===== config.mk =====
export PLATFORM = sky130hd
export DESIGN_NAME = energy_sample_scheduler_flat
export DESIGN_NICKNAME = d
export VERILOG_FILES = /design/src/rtl/energy_pkg.sv /design/src/rtl/energy_sample_scheduler_if.sv /design/src/rtl/energy_sample_scheduler_period_tick_gen.sv /design/src/rtl/energy_sample_scheduler.sv /design/src/flat_wrapper.sv
export SDC_FILE = /design/constraint.sdc
export NUM_CORES = 1
export LEC_CHECK = 0
export CORE_ASPECT_RATIO = 0.5
export CORE_MARGIN = 3
export CORE_UTILIZATION = 40
export CTS_BUF_LIST = sky130_fd_sc_hd__clkbuf_8
export DETAILED_ROUTE_END_ITERATION = 7
export PLACE_DENSITY = 0.71
export SLEW_MARGIN = 30
export SYNTH_ARGS = -nofsm -noshare
export SYNTH_HDL_FRONTEND = slang
export SYNTH_SLANG_ARGS = --single-unit

===== constraint.sdc =====
create_clock -name clk -period 6 [get_ports clk]
set_clock_uncertainty 0.2 [all_clocks]
set_input_delay 0.6 -clock clk [delete_from_list [all_inputs] [get_ports clk]]
set_output_delay 0.6 -clock clk [all_outputs]
set_load 0.03 [all_outputs]

===== src/rtl/energy_pkg.sv =====
// Shared types and constants for the energy sample scheduler.
// Combinational helpers only; no timing or flow control of its own.
package energy_pkg;

  typedef enum logic [2:0] {
    ST_IDLE,
    ST_SCAN,
    ST_START,
    ST_WAIT,
    ST_STORE,
    ST_DONE
  } state_e;

  localparam int CH_SOLAR = 0;
  localparam int CH_WIND  = 1;
  localparam int CH_BATT  = 2;
  localparam int CH_LOAD  = 3;

  // Channel index width; never narrower than one bit.
  function automatic int ch_w(input int n);
    return (n <= 2) ? 1 : $clog2(n);
  endfunction

endpackage


===== src/rtl/energy_sample_scheduler_if.sv =====
// Collector-side conversion handshake plus the tagged sample stream.
// master = scheduler, slave = collector / downstream consumer.
interface energy_sample_scheduler_if
  import energy_pkg::*;
#(
  parameter int NUM_CH = 4,
  parameter int DATA_W = 8
);
  localparam int CH_W = ch_w(NUM_CH);

  logic [CH_W-1:0]   sel;
  logic              conv_start;
  logic              conv_done;
  logic [DATA_W-1:0] conv_data;
  logic              sample_valid;
  logic [CH_W-1:0]   sample_ch;
  logic [DATA_W-1:0] sample_data;

  modport master (
    output sel, conv_start, sample_valid, sample_ch, sample_data,
    input  conv_done, conv_data
  );

  modport slave (
    input  sel, conv_start, sample_valid, sample_ch, sample_data,
    output conv_done, conv_data
  );

endinterface


===== src/rtl/energy_sample_scheduler_period_tick_gen.sv =====
// Free-running down-counter raising a one-cycle tick every max(period,1) cycles.
// Tick is combinational from the count; no backpressure, ticks are never held.
module period_tick_gen #(
  parameter int PERIOD_W = 16
) (
  input  logic                clk,
  input  logic                rst,
  input  logic [PERIOD_W-1:0] period,
  output logic                tick
);

  logic [PERIOD_W-1:0] cnt_q, cnt_d;
  logic [PERIOD_W-1:0] reload;
  logic [PERIOD_W-1:0] cur;
  logic                first_q, first_d;

  // The first cycle after reset behaves as if the count had been loaded with
  // the reload value, keeping the reset value of the counter a constant.
  always_comb begin
    reload  = (period == '0) ? '0 : period - PERIOD_W'(1);
    cur     = first_q ? reload : cnt_q;
    tick    = (cur == '0);
    cnt_d   = tick ? reload : cur - PERIOD_W'(1);
    first_d = 1'b0;
  end

  always_ff @(posedge clk or posedge rst) begin
    if (rst) begin
      cnt_q   <= '0;
      first_q <= 1'b1;
    end else begin
      cnt_q   <= cnt_d;
      first_q <= first_d;
    end
  end

endmodule


===== src/rtl/energy_sample_scheduler.sv =====
// Round scheduler: per period tick, converts each enabled channel in order and publishes tagged samples.
// conv_done at t gives sample_valid at t+1; no backpressure, a tick arriving mid-round is dropped and flagged.
module energy_sample_scheduler
  import energy_pkg::*;
#(
  parameter int NUM_CH   = 4,
  parameter int DATA_W   = 8,
  parameter int PERIOD_W = 16,
  parameter int TIMEOUT  = 255
) (
  input  logic                  clk,
  input  logic                  rst,
  input  logic [NUM_CH-1:0]     ch_enable,
  input  logic [PERIOD_W-1:0]   period,
  energy_sample_scheduler_if.master bus,
  output logic                  round_done,
  output logic                  busy,
  output logic                  overrun,
  output logic                  timeout_err
);

  localparam int CH_W = ch_w(NUM_CH);
  localparam logic [CH_W:0] IDX_END  = (CH_W+1)'(NUM_CH);
  localparam logic [7:0]    TMO_LAST = 8'(TIMEOUT - 1);

  logic tick;

  period_tick_gen #(.PERIOD_W(PERIOD_W)) u_tick (
    .clk    (clk),
    .rst    (rst),
    .period (period),
    .tick   (tick)
  );

  state_e            state_q, state_d;
  logic [CH_W:0]     idx_q, idx_d;
  logic [NUM_CH-1:0] mask_q, mask_d;
  logic [CH_W-1:0]   sel_q, sel_d;
  logic [7:0]        tcnt_q, tcnt_d;
  logic [CH_W-1:0]   sch_q, sch_d;
  logic [DATA_W-1:0] sdat_q, sdat_d;
  logic              busy_q, busy_d;
  logic              overrun_q, overrun_d;
  logic              terr_q, terr_d;

  always_comb begin
    state_d   = state_q;
    idx_d     = idx_q;
    mask_d    = mask_q;
    sel_d     = sel_q;
    tcnt_d    = tcnt_q;
    sch_d     = sch_q;
    sdat_d    = sdat_q;
    busy_d    = busy_q;
    terr_d    = terr_q;
    overrun_d = overrun_q | (tick && (state_q != ST_IDLE));

    case (state_q)
      ST_IDLE: begin
        if (tick) begin
          mask_d  = ch_enable;
          idx_d   = '0;
          busy_d  = 1'b1;
          state_d = ST_SCAN;
        end
      end
      ST_SCAN: begin
        if (idx_q == IDX_END) begin
          state_d = ST_DONE;
        end else if (mask_q[idx_q[CH_W-1:0]]) begin
          sel_d   = idx_q[CH_W-1:0];
          state_d = ST_START;
        end else begin
          idx_d = idx_q + (CH_W+1)'(1);
        end
      end
      ST_START: begin
        tcnt_d  = '0;
        state_d = ST_WAIT;
      end
      ST_WAIT: begin
        // Sample tag/data update on entry to STORE so they are valid with the pulse.
        if (bus.conv_done) begin
          sch_d   = idx_q[CH_W-1:0];
          sdat_d  = bus.conv_data;
          state_d = ST_STORE;
        end else if (tcnt_q == TMO_LAST) begin
          terr_d  = 1'b1;
          idx_d   = idx_q + (CH_W+1)'(1);
          state_d = ST_SCAN;
        end else begin
          tcnt_d = tcnt_q + 8'd1;
        end
      end
      ST_STORE: begin
        idx_d   = idx_q + (CH_W+1)'(1);
        state_d = ST_SCAN;
      end
      ST_DONE: begin
        busy_d  = 1'b0;
        state_d = ST_IDLE;
      end
      default: begin
        state_d = ST_IDLE;
      end
    endcase
  end

  always_ff @(posedge clk or posedge rst) begin
    if (rst) begin
      state_q   <= ST_IDLE;
      idx_q     <= '0;
      mask_q    <= '0;
      sel_q     <= '0;
      tcnt_q    <= '0;
      sch_q     <= '0;
      sdat_q    <= '0;
      busy_q    <= 1'b0;
      overrun_q <= 1'b0;
      terr_q    <= 1'b0;
    end else begin
      state_q   <= state_d;
      idx_q     <= idx_d;
      mask_q    <= mask_d;
      sel_q     <= sel_d;
      tcnt_q    <= tcnt_d;
      sch_q     <= sch_d;
      sdat_q    <= sdat_d;
      busy_q    <= busy_d;
      overrun_q <= overrun_d;
      terr_q    <= terr_d;
    end
  end

  // Pulses decode straight from the registered state, so they are clean and reset low.
  assign bus.conv_start   = (state_q == ST_START);
  assign bus.sample_valid = (state_q == ST_STORE);
  assign bus.sel          = sel_q;
  assign bus.sample_ch    = sch_q;
  assign bus.sample_data  = sdat_q;
  assign round_done       = (state_q == ST_DONE);
  assign busy             = busy_q;
  assign overrun          = overrun_q;
  assign timeout_err      = terr_q;

endmodule


===== src/flat_wrapper.sv =====
// flat-port wrapper written by rule: the top's interface ports become plain ports
module energy_sample_scheduler_flat import energy_pkg::*;
#(
  parameter int NUM_CH   = 4,
  parameter int DATA_W   = 8,
  parameter int PERIOD_W = 16,
  parameter int TIMEOUT  = 255
)
  (clk, rst, ch_enable, period, round_done, busy, overrun, timeout_err, bus_sel, bus_conv_start, bus_sample_valid, bus_sample_ch, bus_sample_data, bus_conv_done, bus_conv_data);
  energy_sample_scheduler_if #(.NUM_CH(NUM_CH), .DATA_W(DATA_W)) bus_i ();
  input  logic clk;
  input  logic rst;
  input  logic [NUM_CH-1:0] ch_enable;
  input  logic [PERIOD_W-1:0] period;
  output logic round_done;
  output logic busy;
  output logic overrun;
  output logic timeout_err;
  output wire logic [$bits(bus_i.sel)-1:0] bus_sel;
  output wire logic [$bits(bus_i.conv_start)-1:0] bus_conv_start;
  output wire logic [$bits(bus_i.sample_valid)-1:0] bus_sample_valid;
  output wire logic [$bits(bus_i.sample_ch)-1:0] bus_sample_ch;
  output wire logic [$bits(bus_i.sample_data)-1:0] bus_sample_data;
  input wire logic [$bits(bus_i.conv_done)-1:0] bus_conv_done;
  input wire logic [$bits(bus_i.conv_data)-1:0] bus_conv_data;
  assign bus_sel = bus_i.sel;
  assign bus_conv_start = bus_i.conv_start;
  assign bus_sample_valid = bus_i.sample_valid;
  assign bus_sample_ch = bus_i.sample_ch;
  assign bus_sample_data = bus_i.sample_data;
  assign bus_i.conv_done = bus_conv_done;
  assign bus_i.conv_data = bus_conv_data;
  energy_sample_scheduler #(.NUM_CH(NUM_CH), .DATA_W(DATA_W), .PERIOD_W(PERIOD_W), .TIMEOUT(TIMEOUT)) u_core (.clk(clk), .rst(rst), .ch_enable(ch_enable), .period(period), .bus(bus_i), .round_done(round_done), .busy(busy), .overrun(overrun), .timeout_err(timeout_err));
endmodule

Word-level counts from Yosys, hierarchy flattened
Cells that the tools add are included.
W data, S select, Z words.
{ "word_totals": {"ff_bits": 50, "in_bits": 31, "wordCells": 73} }
{ "op_classes": {"add_sub_neg": 4, "order_cmp": 1, "eq_ne": 15, "n_mux": 22, "bitwise": 3, "n_reduce_logical": 16} }
{ "ops": {"columns": ["operator", "n"], "rows": [
  ["$mux W16", 3],
  ["$logic_not A16 Y1", 2],
  ["$sub A16 B1 Y16 const B", 2],
  ["$mux W3", 10],
  ["$mux W8", 2],
  ["$pmux W8 S2", 1],
  ["$pmux W3 S5", 1],
  ["$pmux W3 S4", 1],
  ["$reduce_and A3 Y1", 4],
  ["$eq A3 B3 Y1 const B", 3],
  ["$add A8 B1 Y8 const B", 1],
  ["$eq A8 B8 Y1 const B", 1],
  ["$ne A2 B2 Y1 const B", 4],
  ["$eq A3 B2 Y1 const B", 2],
  ["$reduce_and A2 Y1", 3],
  ["$reduce_and A6 Y1", 1],
  ["$ne A2 B1 Y1 const B", 2],
  ["$reduce_bool A2 Y1", 2],
  ["$reduce_bool A4 Y1", 1],
  ["$add A3 B1 Y3 const B", 1],
  ["$eq A3 B1 Y1 const B", 1],
  ["$logic_not A3 Y1", 1],
  ["$lt A2 B3 Y1 const B", 1],
  ["$ne A3 B1 Y1 const B", 1],
  ["8 further kinds", 10]
]} }

Logic depth before layout (Yosys ltp)
{ "logic_depth": {"depth_word": 6, "ltp_mapped": 17} }

Cells and area by module
A second synthesis with hierarchy kept.
{ "unflattened": {"hier_cells": 409, "hier_area_um2": 3831.2} }
{ "by_module_without_submodules": {"columns": ["mod", "instances", "cells_each", "area_per_inst_um2"], "rows": [
  ["period_tick_gen", 1, 268, 2225.9],
  ["energy_sample_scheduler", 1, 141, 1605.3]
]} }

Worst setup path before layout
OpenSTA, ideal clock, no wires.
{ "synth_path": {"path_type": "input-to-reg", "start": "in period[2]", "end": "reg u_core.u_tick.cnt_q[12]", "setup_time_ps": 130, "t_arrival_ps": 3700, "t_required_ps": 5670, "setup_slack_ps": 1970, "cell_stages": 14, "cell_sequence": "clkbuf_1 > or4_1 > clkbuf_1 > or4_1 > buf_2 > nor2_1 > nor2_1 > mux2i_1 > ha_1 > clkbuf_1 > nand4_2 > o31a_1 > nor4_1 > nor3_1"} }
{ "synth_between": {"elab_chain_len": 5, "elab_cells_between_ends": 7} }
{ "synth_lines": {"columns": ["element", "line", "text"], "rows": [
  ["start: declaration", "flat_wrapper.sv:14", "input logic [PERIOD_W-1:0] period;"],
  ["$sub A16 B1 Y16 / $logic_not A16 Y1 (equally long branches)", "energy_sample_scheduler_period_tick_gen.sv:20", "reload = (period == '0) ? '0 : period - PERIOD_W'(1);"],
  ["$mux W16 (*)", "energy_sample_scheduler_period_tick_gen.sv:20", null],
  ["$mux W16", "energy_sample_scheduler_period_tick_gen.sv:21", "cur = first_q ? reload : cnt_q;"],
  ["$sub A16 B1 Y16 / $logic_not A16 Y1 (equally long branches)", "energy_sample_scheduler_period_tick_gen.sv:23, energy_sample_scheduler_period_tick_gen.sv:22", null],
  ["$mux W16 (*)", "energy_sample_scheduler_period_tick_gen.sv:23", "cnt_d = tick ? reload : cur - PERIOD_W'(1);"],
  ["named net u_core.u_tick.cnt_d[12]", "energy_sample_scheduler_period_tick_gen.sv:12", "logic [PERIOD_W-1:0] cnt_q, cnt_d;"],
  ["end signal: assignment", "energy_sample_scheduler_period_tick_gen.sv:32", "cnt_q <= cnt_d;"],
  ["end: declaration", "energy_sample_scheduler_period_tick_gen.sv:12", null]
]} }
The timed path passes the listed nets; every way through them passes the cells marked *.
A chain may end at the register's enable or synchronous reset.

Final worst setup path
{ "layout_path": {"start": "in period[8]", "end": "reg u_core.mask_q[1]"} }
{ "layout_between": {"elab_chain_len": 5, "elab_cells_between_ends": 6} }
{ "layout_lines": {"columns": ["element", "line", "text"], "rows": [
  ["$sub A16 B1 Y16 / $logic_not A16 Y1 (equally long branches)", "energy_sample_scheduler_period_tick_gen.sv:20", null],
  ["$mux W16 (*)", "energy_sample_scheduler_period_tick_gen.sv:20", null],
  ["$mux W16 (*)", "energy_sample_scheduler_period_tick_gen.sv:21", null],
  ["$logic_not A16 Y1 (*)", "energy_sample_scheduler_period_tick_gen.sv:22", "tick = (cur == '0);"],
  ["$reduce_and A2 Y1 (no source line) (*)", null, null],
  ["end signal: assignment", "energy_sample_scheduler.sv:124", "mask_q <= mask_d;"],
  ["end: declaration", "energy_sample_scheduler.sv:37", "logic [NUM_CH-1:0] mask_q, mask_d;"]
]} }
Every way passes the cells marked *; elsewhere a longest branch is shown, timed or not.

==> impl_metrics.csv <==
group,metric,value,unit
drt,via_count,3124,
clock_tree,cts_tree,"yes",
clock_tree,clock_latency,310,ps
setup_path,crit_arrival,4900,ps
setup_path,worstSetupStartpoint,"period[8]",
die,pin_count,49,
setup_path,cp_max_fo,12,
logic_synthesis,yosys.area_share.simple,26.56,%
logic_synthesis,synth_xor_area_share,5.701,%
timing,rsz0062_at_grt,"false",
logic_synthesis,ys_types,68,
cells_and_area,drive_gt1_share,11.26,%
cells_and_area,nFillCells,810,
logic_synthesis,synthCells,405,
cells_and_area,nets,481,
run,maxCapViolCount,0,
setup_path,r2r_start,"u_core.u_tick.first_q",
cells_and_area,fin_area,0.004198,sq mm
die,std_cell_rows,23,
timing,fmax,204.2,MHz
clock_tree,clock_path_buffers,2,
timing,min_period,4898,ps
global_routing,grt_max_degree,51,
drt,ant_nets,0,
clock_tree,numCtsBuffers,5,
timing,finalSetupViolCount,0,
placed_design,place_area,0.004088,sq mm
setup_path,worstSetupStartpointType,"input pin",
clock_tree,hold_buffers,0,
global_routing,overflow,0,
pwr,peakVddDrop,0.1352,mV
logic_synthesis,synth_compound_area_share,18.73,%
die,die_h,72.46,um
die,die_x,138.9,um
cells_and_area,area_growth,18.80,%
die,start_util,42.63,%
logic_synthesis,async_flop_share,100.0,%
drt,wl_per_cell,14.95,um
die,dieArea,0.01007,sq mm
clock_tree,cts.sinks,50,
drt,vias_per_cell,5.619,
placed_design,io_buffers,48,
cells_and_area,regArea,0.001252,sq mm
pwr,powerDensity,249.0,mW/mm^2
logic_synthesis,synth_edf_count,0,
worst_hold_path,min_path_type,"register to register",
die,core,0.008288,sq mm
logic_synthesis,synthFlopType,"dfrtp_1",
global_routing,grt_first_pass_wirelength,14500,um
setup_path,critical_path.cell_chain,"clkdlybuf4s50_1 > or4_1 > or4_1 > nor2_1 > nor2_1 > mux2i_1 > ha_1 > nand3_1 > nor4b_2 > and2_1 > nand2_4 > mux2_4",
setup_path,slowest_stage,"or4_1",
setup_path,path_class,"input pin to register",
clock_tree,cts_resized,0,
pwr,p_leak,1.717,nW
logic_synthesis,synthAdderAreaFrac,2.479,%
logic_synthesis,synth_top_family_by_area,"simple AND/OR/NAND/NOR gates",
logic_synthesis,synth-seq-cells,50,
cells_and_area,mostFrequentLayoutCells,"nor2_1, dfrtp_1, clkdlybuf4s50_1, nand2_1, o21ai_0",
setup_path,r2r_slack,2530,ps
logic_synthesis,yosys-mux-area-fraction,6.693,%
placed_design,gp_congestion,0.8573,
setup_path,cp-end-kind,"register",
run_status,status,"completed",
drt,drt-pass1-iter-count,4,
timing,totalNegativeSetupSlack,0,ps
cells_and_area,diodes,0,
logic_synthesis,syn_avg_cell_area,8.724,sq um
clock_tree,postCtsSetupRepairBufs,0,
setup_path,rr_worst_depth,8,
global_routing,grt_pass1_vias,2998,
logic_synthesis,syn-num-nets,443,
placed_design,dp_hpwl,5951,um
timing,tightestPinTransition,676.9,ps
drt,drc,0,
setup_path,slowest_delay,700,ps
timing,maxSlewViolCount,0,
cells_and_area,layout_commonest_cell,"nor2_1",
setup_path,endpoint,"u_core.mask_q[1]",
drt,initialDrtViolationCount,285,
cells_and_area,multi_input_area,0.002130,sq mm
logic_synthesis,yosysSeqAreaShare,35.45,%
timing,finalCritPeriodShare,81.63,%
global_routing,antenna_found_initial,0,
logic_synthesis,yosys_warnings,0,
placed_design,place_ws,788.1,ps
setup_path,critPathRequiredTime,6000,ps
logic_synthesis,netlist_area,0.003533,sq mm
drt,wl,8310,um
timing,hold_viol,0,
timing,fin_ws,1102,ps
clock_tree,clkTransAtPathRegs,100,ps
timing,slew_headroom,54.60,%
global_routing,grt_usage,17.36,%
setup_path,rr_endpoint,"u_core.mask_q[1]",
clock_tree,h-tree-depth,2,
clock_tree,root_buffer,"clkbuf_8",
[per-layer routing]
metal	track usage, %	vias to the layer above	part of all wire (%)
met5	0	-	0
met3	5.003	7	7.7
li1	-	1559	-
met1	25.14	1479	50
met2	26.06	79	41
met4	3.471	0	0.70
[cell usage after synthesis (all sizes together) (4+ instances only)]
cell / instances / area [sq um]
a211oi: 4 / 30.03
a21oi: 18 / 90.09
a221oi: 6 / 88.84
and3: 4 / 25.02
and4: 5 / 43.79
buf: 8 / 53.80
clkbuf: 14 / 52.55
dfrtp: 49 / 1226
ha: 7 / 87.58
inv: 12 / 45.04
mux2: 15 / 183.9
nand2: 41 / 161.4
nand3: 13 / 65.06
nand4: 5 / 37.53
nor2: 53 / 198.9
nor2b: 5 / 31.28
nor3: 15 / 86.34
nor4: 11 / 75.07
o21ai: 19 / 95.09
o22ai: 4 / 25.02
o31ai: 6 / 45.04
or2: 6 / 37.54
or3: 5 / 31.28
or4: 5 / 37.54
xnor2: 11 / 96.34
xor2: 12 / 105.1
[how the worst min path moves through the flow]
stage | from | endpoint | slack (ps) | depth (start not counted)
finish | u_core.timeout_err | u_core.timeout_err | 280 | 1
global route | u_core.timeout_err | u_core.timeout_err | 320 | 1
CTS | u_core.timeout_err | u_core.timeout_err | 290 | 1
detailed placement | u_core.timeout_err | u_core.timeout_err | 250 | 1
global placement | u_core.timeout_err | u_core.timeout_err | 250 | 1
floorplan | u_core.tcnt_q[0] | u_core.tcnt_q[0] | 270 | 1
[layout make-up]
type                    instances  share of cell area [%]
clock buffers                   5                   1.639
clock inverters                 3                  0.9836
inverters                      12                   1.133
multi-input cells             321                   50.73
flip-flops and latches         50                   29.84
well taps                     112                   3.338
repair buffers                 53                   12.34
[metrics by stage]
stage	util, %	hold WS [ps]	total power (W)	cells
4_1_cts	50.65	289.0	0.001054	556
2_1_floorplan	-	272.3	0.0006867	405
3_3_place_gp	49.29	254.8	0.0007965	548
3_5_place_dp	49.32	253.2	0.0008045	548
5_1_grt	50.65	319.7	0.001117	556
6_report	50.65	280.9	0.001045	556
[cell families after synthesis]
| group | Yosys count |
|---|---|
| and+or+nand+nor | 181 |
| muxes | 19 |
| AOI/OAI and AO/OA | 90 |
| buffers and inverters | 34 |
| xor gates and xnor gates | 23 |
| DFF | 50 |
| adders and majority gates | 7 |
| other | 1 |
[registers in the layout, summed over array words and instances, names as in the netlist]
name / flops
u_core.tcnt_q: 8
u_core.mask_q: 4
u_core.u_tick.cnt_q: 16
u_core.idx_q: 3
u_core.state_q: 3
u_core.busy: 1
u_core.bus.sample_ch: 2
u_core.bus.sel: 2
u_core.overrun: 1
u_core.u_tick.first_q: 1
u_core.bus.sample_data: 8
u_core.timeout_err: 1
[worst max-delay path: cells and delay by family]
family	cells	cell delay (ps)
adder cells (fa/ha/maj)	1	190
buffers and inverters	1	500
multiplexers	2	580
AND/OR/NAND/NOR	8	3010
[where the power goes]
| part | leakage, nW | switching, W | internal [W] |
|---|---|---|---|
| combinational | 1.03 | 0.000202 | 0.000156 |
| clock | 0.0556 | 0.000123 | 0.000123 |
| sequential | 0.627 | 0.0000486 | 0.000393 |
Note: power is estimated with default switching activity, not from simulation.
